**src/rtl/point_pkg.sv**
```systemverilog
`default_nettype none
// point_pkg: shared types for the point update sequencer (point record, sequencer states, index sizing).
package point_pkg;

  localparam int PT_POS_W = 8;
  localparam int PT_VEL_W = 8;

  // Field order matches the packed layout used by the register file: {pos_x, pos_y, vel_x, vel_y}.
  typedef struct packed {
    logic [PT_POS_W-1:0] pos_x;
    logic [PT_POS_W-1:0] pos_y;
    logic [PT_VEL_W-1:0] vel_x;
    logic [PT_VEL_W-1:0] vel_y;
  } point_t;

  typedef enum logic [1:0] {
    IDLE  = 2'd0,
    ISSUE = 2'd1,
    WAIT  = 2'd2,
    DONE  = 2'd3
  } seq_state_t;

  function automatic int idx_width(input int n);
    return (n > 1) ? $clog2(n) : 1;
  endfunction

endpackage
`default_nettype wire

```
**src/rtl/point_regfile.sv**
```systemverilog
`default_nettype none
// point_regfile: NUM_POINTS packed point records, reset-cleared, one synchronous write port and two
// asynchronous read ports (full record for the active point, position-only for the renderer).
module point_regfile
  import point_pkg::*;
#(
  parameter int NUM_POINTS = 16,
  parameter int IDX_W      = 4,
  parameter int DATA_W     = 32,
  parameter int RD1_W      = 16
) (
  input  logic              clk_in,
  input  logic              rst_in,
  input  logic              we_in,
  input  logic [IDX_W-1:0]  wr_idx_in,
  input  logic [DATA_W-1:0] wr_data_in,
  input  logic [IDX_W-1:0]  rd0_idx_in,
  output logic [DATA_W-1:0] rd0_data_out,
  input  logic [IDX_W-1:0]  rd1_idx_in,
  output logic [RD1_W-1:0]  rd1_data_out
);

  logic [DATA_W-1:0] mem_q [NUM_POINTS];

  always_ff @(posedge clk_in or negedge rst_in) begin
    if (!rst_in) begin
      for (int i = 0; i < NUM_POINTS; i++) begin
        mem_q[i] <= '0;
      end
    end else if (we_in && (int'(wr_idx_in) < NUM_POINTS)) begin
      mem_q[wr_idx_in] <= wr_data_in;
    end
  end

  // Indices beyond NUM_POINTS (non power-of-two sizes) read as zero.
  assign rd0_data_out = (int'(rd0_idx_in) < NUM_POINTS) ? mem_q[rd0_idx_in] : '0;
  assign rd1_data_out = (int'(rd1_idx_in) < NUM_POINTS) ? mem_q[rd1_idx_in][DATA_W-1 -: RD1_W] : '0;

endmodule
`default_nettype wire

```
**src/rtl/point_update_sequencer.sv**
```systemverilog
`default_nettype none
// point_update_sequencer: walks every mass point through update_point once per frame, writing results back in place.
// Optional: define UPDATE_TIMEOUT_EN to bound each WAIT by MAX_WAIT cycles and report timeout_out.
module point_update_sequencer
  import point_pkg::*;
#(
  parameter int POSITION_SIZE = 8,
  parameter int VELOCITY_SIZE = 8,
  parameter int NUM_POINTS    = 16,
  parameter int MAX_WAIT      = 255,
  localparam int IDX_W        = idx_width(NUM_POINTS)
) (
  input  logic                     clk_in,
  input  logic                     rst_in,
  input  logic                     frame_start_in,
  input  logic                     init_valid_in,
  input  logic [IDX_W-1:0]         init_idx_in,
  input  logic [POSITION_SIZE-1:0] init_pos_x_in,
  input  logic [POSITION_SIZE-1:0] init_pos_y_in,
  input  logic [VELOCITY_SIZE-1:0] init_vel_x_in,
  input  logic [VELOCITY_SIZE-1:0] init_vel_y_in,
  output logic                     upd_begin_out,
  output logic [POSITION_SIZE-1:0] upd_pos_x_out,
  output logic [POSITION_SIZE-1:0] upd_pos_y_out,
  output logic [VELOCITY_SIZE-1:0] upd_vel_x_out,
  output logic [VELOCITY_SIZE-1:0] upd_vel_y_out,
  input  logic                     upd_result_in,
  input  logic [POSITION_SIZE-1:0] upd_new_pos_x_in,
  input  logic [POSITION_SIZE-1:0] upd_new_pos_y_in,
  input  logic [VELOCITY_SIZE-1:0] upd_new_vel_x_in,
  input  logic [VELOCITY_SIZE-1:0] upd_new_vel_y_in,
  input  logic [IDX_W-1:0]         rd_idx_in,
  output logic [POSITION_SIZE-1:0] rd_pos_x_out,
  output logic [POSITION_SIZE-1:0] rd_pos_y_out,
  output logic                     busy_out,
  output logic                     frame_done_out,
  output logic                     timeout_out
);

  localparam int POS2_W = 2 * POSITION_SIZE;
  localparam int DATA_W = POS2_W + 2 * VELOCITY_SIZE;
  localparam logic [IDX_W-1:0] LAST_IDX = IDX_W'(NUM_POINTS - 1);

  seq_state_t        state_q;
  logic [IDX_W-1:0]  idx_q;
  logic              begin_q;
  logic              busy_q;
  logic              done_q;

  logic              init_wr;
  logic              accept_result;
  logic              expire;
  logic              advance;
  logic              we;
  logic [IDX_W-1:0]  wr_idx;
  logic [DATA_W-1:0] wr_data;
  logic [DATA_W-1:0] cur_data;
  logic [POS2_W-1:0] rd_pos;

  assign init_wr       = (state_q == IDLE) && init_valid_in;
  assign accept_result = (state_q == WAIT) && upd_result_in;
  assign advance       = accept_result || expire;

  assign we      = init_wr || accept_result;
  assign wr_idx  = init_wr ? init_idx_in : idx_q;
  assign wr_data = init_wr
                 ? {init_pos_x_in, init_pos_y_in, init_vel_x_in, init_vel_y_in}
                 : {upd_new_pos_x_in, upd_new_pos_y_in, upd_new_vel_x_in, upd_new_vel_y_in};

`ifdef UPDATE_TIMEOUT_EN
  localparam int WCNT_W = $clog2(MAX_WAIT + 1);

  logic [WCNT_W-1:0] wcnt_q;
  logic              timeout_q;

  // The MAX_WAIT-th silent WAIT cycle gives up on the current point.
  assign expire = (state_q == WAIT) && !upd_result_in && (wcnt_q == WCNT_W'(MAX_WAIT - 1));

  always_ff @(posedge clk_in or negedge rst_in) begin
    if (!rst_in) begin
      wcnt_q    <= '0;
      timeout_q <= 1'b0;
    end else begin
      if (state_q == ISSUE) begin
        wcnt_q <= '0;
      end else if (state_q == WAIT) begin
        wcnt_q <= wcnt_q + 1'b1;
      end
      if ((state_q == IDLE) && frame_start_in) begin
        timeout_q <= 1'b0;
      end else if (expire) begin
        timeout_q <= 1'b1;
      end
    end
  end

  assign timeout_out = timeout_q;
`else
  assign expire      = 1'b0;
  assign timeout_out = 1'b0;
`endif

  always_ff @(posedge clk_in or negedge rst_in) begin
    if (!rst_in) begin
      state_q <= IDLE;
      idx_q   <= '0;
      begin_q <= 1'b0;
      busy_q  <= 1'b0;
      done_q  <= 1'b0;
    end else begin
      case (state_q)
        IDLE: begin
          if (frame_start_in) begin
            state_q <= ISSUE;
            idx_q   <= '0;
            begin_q <= 1'b1;
            busy_q  <= 1'b1;
          end
        end
        ISSUE: begin
          state_q <= WAIT;
          begin_q <= 1'b0;
        end
        WAIT: begin
          if (advance) begin
            if (idx_q == LAST_IDX) begin
              state_q <= DONE;
              done_q  <= 1'b1;
            end else begin
              state_q <= ISSUE;
              idx_q   <= idx_q + 1'b1;
              begin_q <= 1'b1;
            end
          end
        end
        DONE: begin
          state_q <= IDLE;
          done_q  <= 1'b0;
          busy_q  <= 1'b0;
        end
        default: begin
          state_q <= IDLE;
          begin_q <= 1'b0;
          busy_q  <= 1'b0;
          done_q  <= 1'b0;
        end
      endcase
    end
  end

  point_regfile #(
    .NUM_POINTS (NUM_POINTS),
    .IDX_W      (IDX_W),
    .DATA_W     (DATA_W),
    .RD1_W      (POS2_W)
  ) u_regfile (
    .clk_in       (clk_in),
    .rst_in       (rst_in),
    .we_in        (we),
    .wr_idx_in    (wr_idx),
    .wr_data_in   (wr_data),
    .rd0_idx_in   (idx_q),
    .rd0_data_out (cur_data),
    .rd1_idx_in   (rd_idx_in),
    .rd1_data_out (rd_pos)
  );

  assign {upd_pos_x_out, upd_pos_y_out, upd_vel_x_out, upd_vel_y_out} = cur_data;
  assign {rd_pos_x_out, rd_pos_y_out} = rd_pos;

  assign upd_begin_out  = begin_q;
  assign busy_out       = busy_q;
  assign frame_done_out = done_q;

endmodule
`default_nettype wire
```
**config.mk**
```make
export PLATFORM = sky130hd
export DESIGN_NAME = point_update_sequencer
export DESIGN_NICKNAME = d
export VERILOG_FILES = /design/src/rtl/point_pkg.sv /design/src/rtl/point_regfile.sv /design/src/rtl/point_update_sequencer.sv
export SDC_FILE = /design/constraint.sdc
export NUM_CORES = 1
export LEC_CHECK = 0
export CORE_MARGIN = 5
export CORE_UTILIZATION = 35
export CTS_BUF_LIST = sky130_fd_sc_hd__clkbuf_4 sky130_fd_sc_hd__clkbuf_8
export CTS_CLUSTER_SIZE = 30
export DETAILED_ROUTE_END_ITERATION = 16
export PLACE_DENSITY = 0.51
export SYNTH_ARGS = -nofsm -noshare
export SYNTH_HDL_FRONTEND = slang
export SYNTH_SLANG_ARGS = --single-unit
```
**constraint.sdc**
```tcl
create_clock -name clk_in -period 2.79 [get_ports clk_in]
set_clock_uncertainty 0.05 [all_clocks]
set_input_delay 0.558 -clock clk_in [delete_from_list [all_inputs] [get_ports clk_in]]
set_output_delay 0.558 -clock clk_in [all_outputs]
set_load 0.02 [all_outputs]
```
After elaboration in Yosys (flattened, before gate mapping)
Index checks and enable logic that the tools add are counted.

Add/subtract/negate cells: 1. Order comparisons: 4. Eq/ne operators: 8. Muxes and demuxes: 27. Bitwise gates (word level): 3. Reductions and logical operators: 14.

Operators with widths (number): $bwmux W512 (1); $bmux W32 S4 (2); $mux W32 (6); $demux W32 S4 (1); $mux W4 (4); $ge A5 B5 Y1 const B (3); $not A4 Y5 (3); $pmux W2 S4 (1); $pmux W4 S2 (1); $reduce_and A4 Y1 (2); $mux W2 (3); $ne A2 B2 Y1 const B (3); $reduce_bool A2 Y1 (3); $lt A5 B1 Y1 const B (1); $mux W1 (5); $add A4 B1 Y4 const B (1); $eq A2 B2 Y1 const B (2); $eq A4 B4 Y1 const B (1); $pmux W1 S2 (2); $reduce_and A2 Y1 (2); $logic_and A1 B1 Y1 (3); $pmux W1 S3 (1); $reduce_and A3 Y1 (1); $reduce_bool A3 Y1 (1); other kinds (4) (4).

Bits in registers: 521. Input port bits: 77. Output and inout port bits: 52. Logic and storage cells: 78.

Longest topological paths before layout
Depth after elaboration: 9. Mapped depth: 7. Depth with buffers taken out: 5.

Hierarchy
A second synthesis with hierarchy kept.

Cells, all modules: 1632. Area total of the unflattened synthesis: 25555.8 um^2.

Modules (own cells, without submodules): point_regfile (instances 1, cells each 1541, area each 24626.1 um^2, seq. area each 12812.3 um^2); point_update_sequencer (instances 1, cells each 91, area each 929.6 um^2, seq. area each 225.2 um^2).

Worst setup path after synthesis
Ideal clock, no wire load.

Kind: in2out. Start point: in rd_idx_in[0]. End point: out rd_pos_x_out[0]. Arrival time: 2.313 ns. Data required time: 2.182 ns. Path slack: -0.131 ns. Cell stages on the path: 4. Buffers on the path: 2. Path through: clkbuf_1 > buf_2 > mux4_2 > mux4_2.

Longest elaborated chain between the ends: 4.

RTL lines: start, declared (RTL line point_update_sequencer.sv:32) `input logic [IDX_W-1:0] rd_idx_in,`; $not A4 Y5 (implied by the code) (RTL line point_regfile.sv:37) `assign rd1_data_out = (int'(rd1_idx_in) < NUM_POINTS) ? mem_q[rd1_idx_in][DATA_W-1 -: RD1_W] : '0;`; $bmux W32 S4 (RTL line point_regfile.sv:37); $mux W32 (implied by the code) (2 in a row) (RTL line point_regfile.sv:37); end, declared (RTL line point_update_sequencer.sv:33) `output logic [POSITION_SIZE-1:0] rd_pos_x_out,`.

Every way passes these cells. The select of a mux whose other input is x is not followed.

Worst setup path in the final report
Start point: reg idx_q[0]. End point: out upd_vel_x_out[7].

Longest elaborated chain between the ends: 4.

RTL lines: start, declared (RTL line point_update_sequencer.sv:45) `logic [IDX_W-1:0] idx_q;`; start signal, assigned (RTL line point_update_sequencer.sv:131) `idx_q <= idx_q + 1'b1;`; $not A4 Y5 (implied by the code) (RTL line point_regfile.sv:36) `assign rd0_data_out = (int'(rd0_idx_in) < NUM_POINTS) ? mem_q[rd0_idx_in] : '0;`; $bmux W32 S4 (RTL line point_regfile.sv:36); $mux W32 (implied by the code) (2 in a row) (RTL line point_regfile.sv:36); end, declared (RTL line point_update_sequencer.sv:25) `output logic [VELOCITY_SIZE-1:0] upd_vel_x_out,`.

Every way passes these cells. The select of a mux whose other input is x is not followed.

==> run_results.csv <==
group,metric,value,unit
outcome,status,"finished with violations",
outcome,violations,"negative setup slack",
clock_tree,clock-sinks,521,
finish,layout-drive-gt1-share,63.6,%
placed_design,io_buffers,127,
synthesis,syn_inst,1536,
route,wl,72.2,mm
route,drc,0,
floorplan,dieWidth,282,um
route,routed_via_density,5.43,
grt,grt_util_all_layers,18.4,%
grt,grt_pass1_wl,110,mm
timing,max_slew_margin,50.3,%
setup_path,cp_cell_sequence,"buf_12, buf_8, buf_6, mux4_2, mux4_2, buf_6",
placed_design,dp_cells,2618,
clock_tree,clk_pin_slew_worst_paths,0.06,ns
synthesis,synth-seq-area-share,50.3,%
setup_path,arrival,2.83,ns
finish,area_delta_synth_final,24.9,%
timing,setup_viol,45,
setup_path,path_delay_family,"multiplexers",
grt,grt_use_met3,2.83,%
power,cellPowerDensity,1070,nW/um2
setup_path,worstSetupEndpointType,"output pin",
setup_path,max_stage_delay,0.54,ns
floorplan,row_count,99,
timing,maxSlewViolCount,0,
power,power,34.6,mW
synthesis,ys_warn_count,0,
power,vdd_drop_max,0.341,mV
clock_tree,cts_root_buf,"clkbuf_8",
clock_tree,cts_buffer_depth,3,
floorplan,die_h,282,um
synthesis,synth_xor_area_share,0.0338,%
synthesis,avgSynthCellArea,16.9,um2
synthesis,post_synth_fa_ha_maj_area_fraction,0.0483,%
floorplan,start_util,35.4,%
finish,nNetsFinal,1859,
floorplan,dieArea,79600,um2
power,leakage,14.0,nW
synthesis,ys_seq_elements,521,
placed_design,place_congestion,0.759,
setup_path,crit_path_max_fanout,6,
clock_tree,cts_made_buffers,94,
synthesis,synth-compound-area-share,0.391,%
timing,fin_tns_setup,-18.86,ns
timing,max_freq,291,MHz
synthesis,synth_top_family_by_area,"multiplexers",
finish,final_cell_area,32400,um2
grt,grt.overflow.total,0,
timing,min_period_over_period,123,%
timing,final.setup.worst_slack,-0.648,ns
grt,use_met2,30.6,%
placed_design,placed_cell_area,29700,um2
route,wire_per_inst,25.6,um
grt,grt_max_degree,66,
route,drt-initial-drc-count,848,
grt,grt_pass1_vias,16800,
grt,grt-busiest-layer,"met2",
setup_path,critical_path_class,"flop to output pin",
setup_path,critPathSlowestCell,"dfrtp_4",
finish,layoutNonFillerInstCount,2814,
finish,fin_util,44.2,%
floorplan,io-pin-count,129,
placed_design,hpwl,46.3,mm
hold_path,hold_path.class,"flop to flop",
synthesis,synthesis.nets,1614,
route,drtAntennaViolNets,0,
grt,use_met1,25.7,%
setup_path,cp.required,2.18,ns
floorplan,core,73200,um2
clock_tree,htree_num_levels,3,
synthesis,synth_simple_gate_area_share,1.33,%
route,dr.pass1.iters,5,
route,dr_total_vias,15300,
setup_path,critPathLaunchType,"flop",
clock_tree,cts_tree,"done",
synthesis,synth_mux_area_share,45.0,%
setup_path,critical_path_buf_inv_count,4,
clock_tree,clk_latency,0.68,ns
timing,worst_pin_slew,0.745,ns
timing,period_minus_slack,3.44,ns
grt,antenna_found_initial,2,
flow_run,max_cap_viol_count,0,
timing,rsz0062_at_grt,"true",
synthesis,synth_cell_types,42,
synthesis,synthesis.area,25900,um2
timing,hold_violations,0,
-- layout by cell type (no fill, tap or decap), drive strengths merged, types with 2 or more instances in the layout --
cell type / count
clkinv: 8
nor2: 5
mux4: 240
a21oi: 8
nand3: 17
nand4: 4
clkbuf: 159
mux2: 549
buf: 217
mux2i: 6
diode: 2
nand2b: 3
inv: 5
nor3b: 2
o21ai: 7
bufinv: 2
nand3b: 4
dfrtp: 521
clkdlybuf4s50: 75
nand2: 6
nor3: 2
-- synthesized netlist by cell type (all sizes together) --
cell / count / area [um2]
mux2: 549 / 6190
o21a: 1 / 7.51
nor2b: 1 / 6.26
inv: 3 / 11.3
nor3: 2 / 10.0
mux2i: 6 / 76.3
or4bb: 1 / 11.3
a31oi: 1 / 6.26
and3: 1 / 6.26
nor3b: 2 / 26.3
dfrtp: 521 / 13000
o2bb2ai: 1 / 8.76
mux4: 240 / 5410
nor4: 1 / 6.26
nand3b: 4 / 30.0
nand2b: 3 / 18.8
conb: 1 / 3.75
nand3: 17 / 95.1
ha: 1 / 12.5
clkbuf: 42 / 159
nand2: 6 / 22.5
and4: 1 / 8.76
nand4: 4 / 76.3
nor2: 5 / 18.8
xnor2: 1 / 8.76
buf: 105 / 557
o21ai: 7 / 35.0
or3b: 1 / 8.76
a21oi: 8 / 43.8
-- state kept, by name (all words and copies together) (netlist names) --
name / count
frame_done_out: 1
idx_q: 4
busy_out: 1
state_q: 2
u_regfile.mem_q: 512
upd_begin_out: 1
-- cell families (layout without fill, tap and decap cells) --
| logic type | Yosys count | count (layout) |
|---|---|---|
| AND/OR/NAND/NOR | 49 | 49 |
| flip-flops | 521 | 521 |
| AO/OA/AOI/OAI | 18 | 18 |
| other | 1 | 3 |
| XOR/XNOR | 1 | 1 |
| adder cells (fa/ha/maj) | 1 | 1 |
| multiplexers | 795 | 795 |
| buffers and inverters | 150 | 467 |
-- power by group --
| group | leakage, nW | switching (mW) | total (mW) | internal [mW] |
|---|---|---|---|---|
| clock network | 1.13 | 3.27 | 7.91 | 4.64 |
| logic | 6.16 | 5.40 | 14.0 | 8.62 |
| registers | 6.69 | 1.95 | 12.7 | 10.7 |
| total | 14.0 | 10.6 | 34.6 | 24.0 |
-- through the flow --
step | setup slack (ns) | hold WS [ns]
2_1_floorplan | 0.0395 | 0.212
3_3_place_gp | -0.448 | 0.418
3_5_place_dp | -0.465 | 0.429
4_1_cts | -0.732 | 0.428
5_1_grt | -0.722 | 0.455
6_report | -0.648 | 0.443
-- layer usage --
metal / up-vias / wire, um
met1: 8433 / 32600
met3: 86 / 2540
met2: 288 / 35800
met4: 0 / 1210
li1: 6487 / -
met5: - / 0
-- repair_timing --
action	in CTS	in global routing
pin swaps	0	0
buffers inserted	19	5
setup endpoints to repair	48	48
gates cloned	3	3
hold buffers	1	0
hold endpoints to repair	42	0
resized for setup	280	23
-- cell type report --
cell class | count | area, um2
clock inverter | 12 | 143
multi-input combinational | 865 | 12200
clock buffer | 156 | 1970
inverter | 3 | 11.3
timing repair buffer | 296 | 3770
antenna | 2 | 5.00
sequential | 521 | 13100
fill | 6448 | 40900
tap | 959 | 1200
-- worst paths after layout --
check                      cells after the start                             start  slack [ns]                          endpoint
setup / recovery                               6              idx_q[0]$_DFFE_PN0P_       -0.65                  upd_vel_x_out[7]
hold / removal                                 1  u_regfile.mem_q[135]$_DFFE_PN0P_        0.44  u_regfile.mem_q[135]$_DFFE_PN0P_
setup reg to reg                               6            state_q[1]$_DFFE_PN0P_        0.33  u_regfile.mem_q[370]$_DFFE_PN0P_
hold reg to reg                                1  u_regfile.mem_q[135]$_DFFE_PN0P_        0.44  u_regfile.mem_q[135]$_DFFE_PN0P_
max in group asynchronous                      3                            rst_in        1.47  u_regfile.mem_q[178]$_DFFE_PN0P_
min in group asynchronous                      2                            rst_in        0.46  u_regfile.mem_q[346]$_DFFE_PN0P_
No activity file was read; power rests on OpenSTA's default activity.
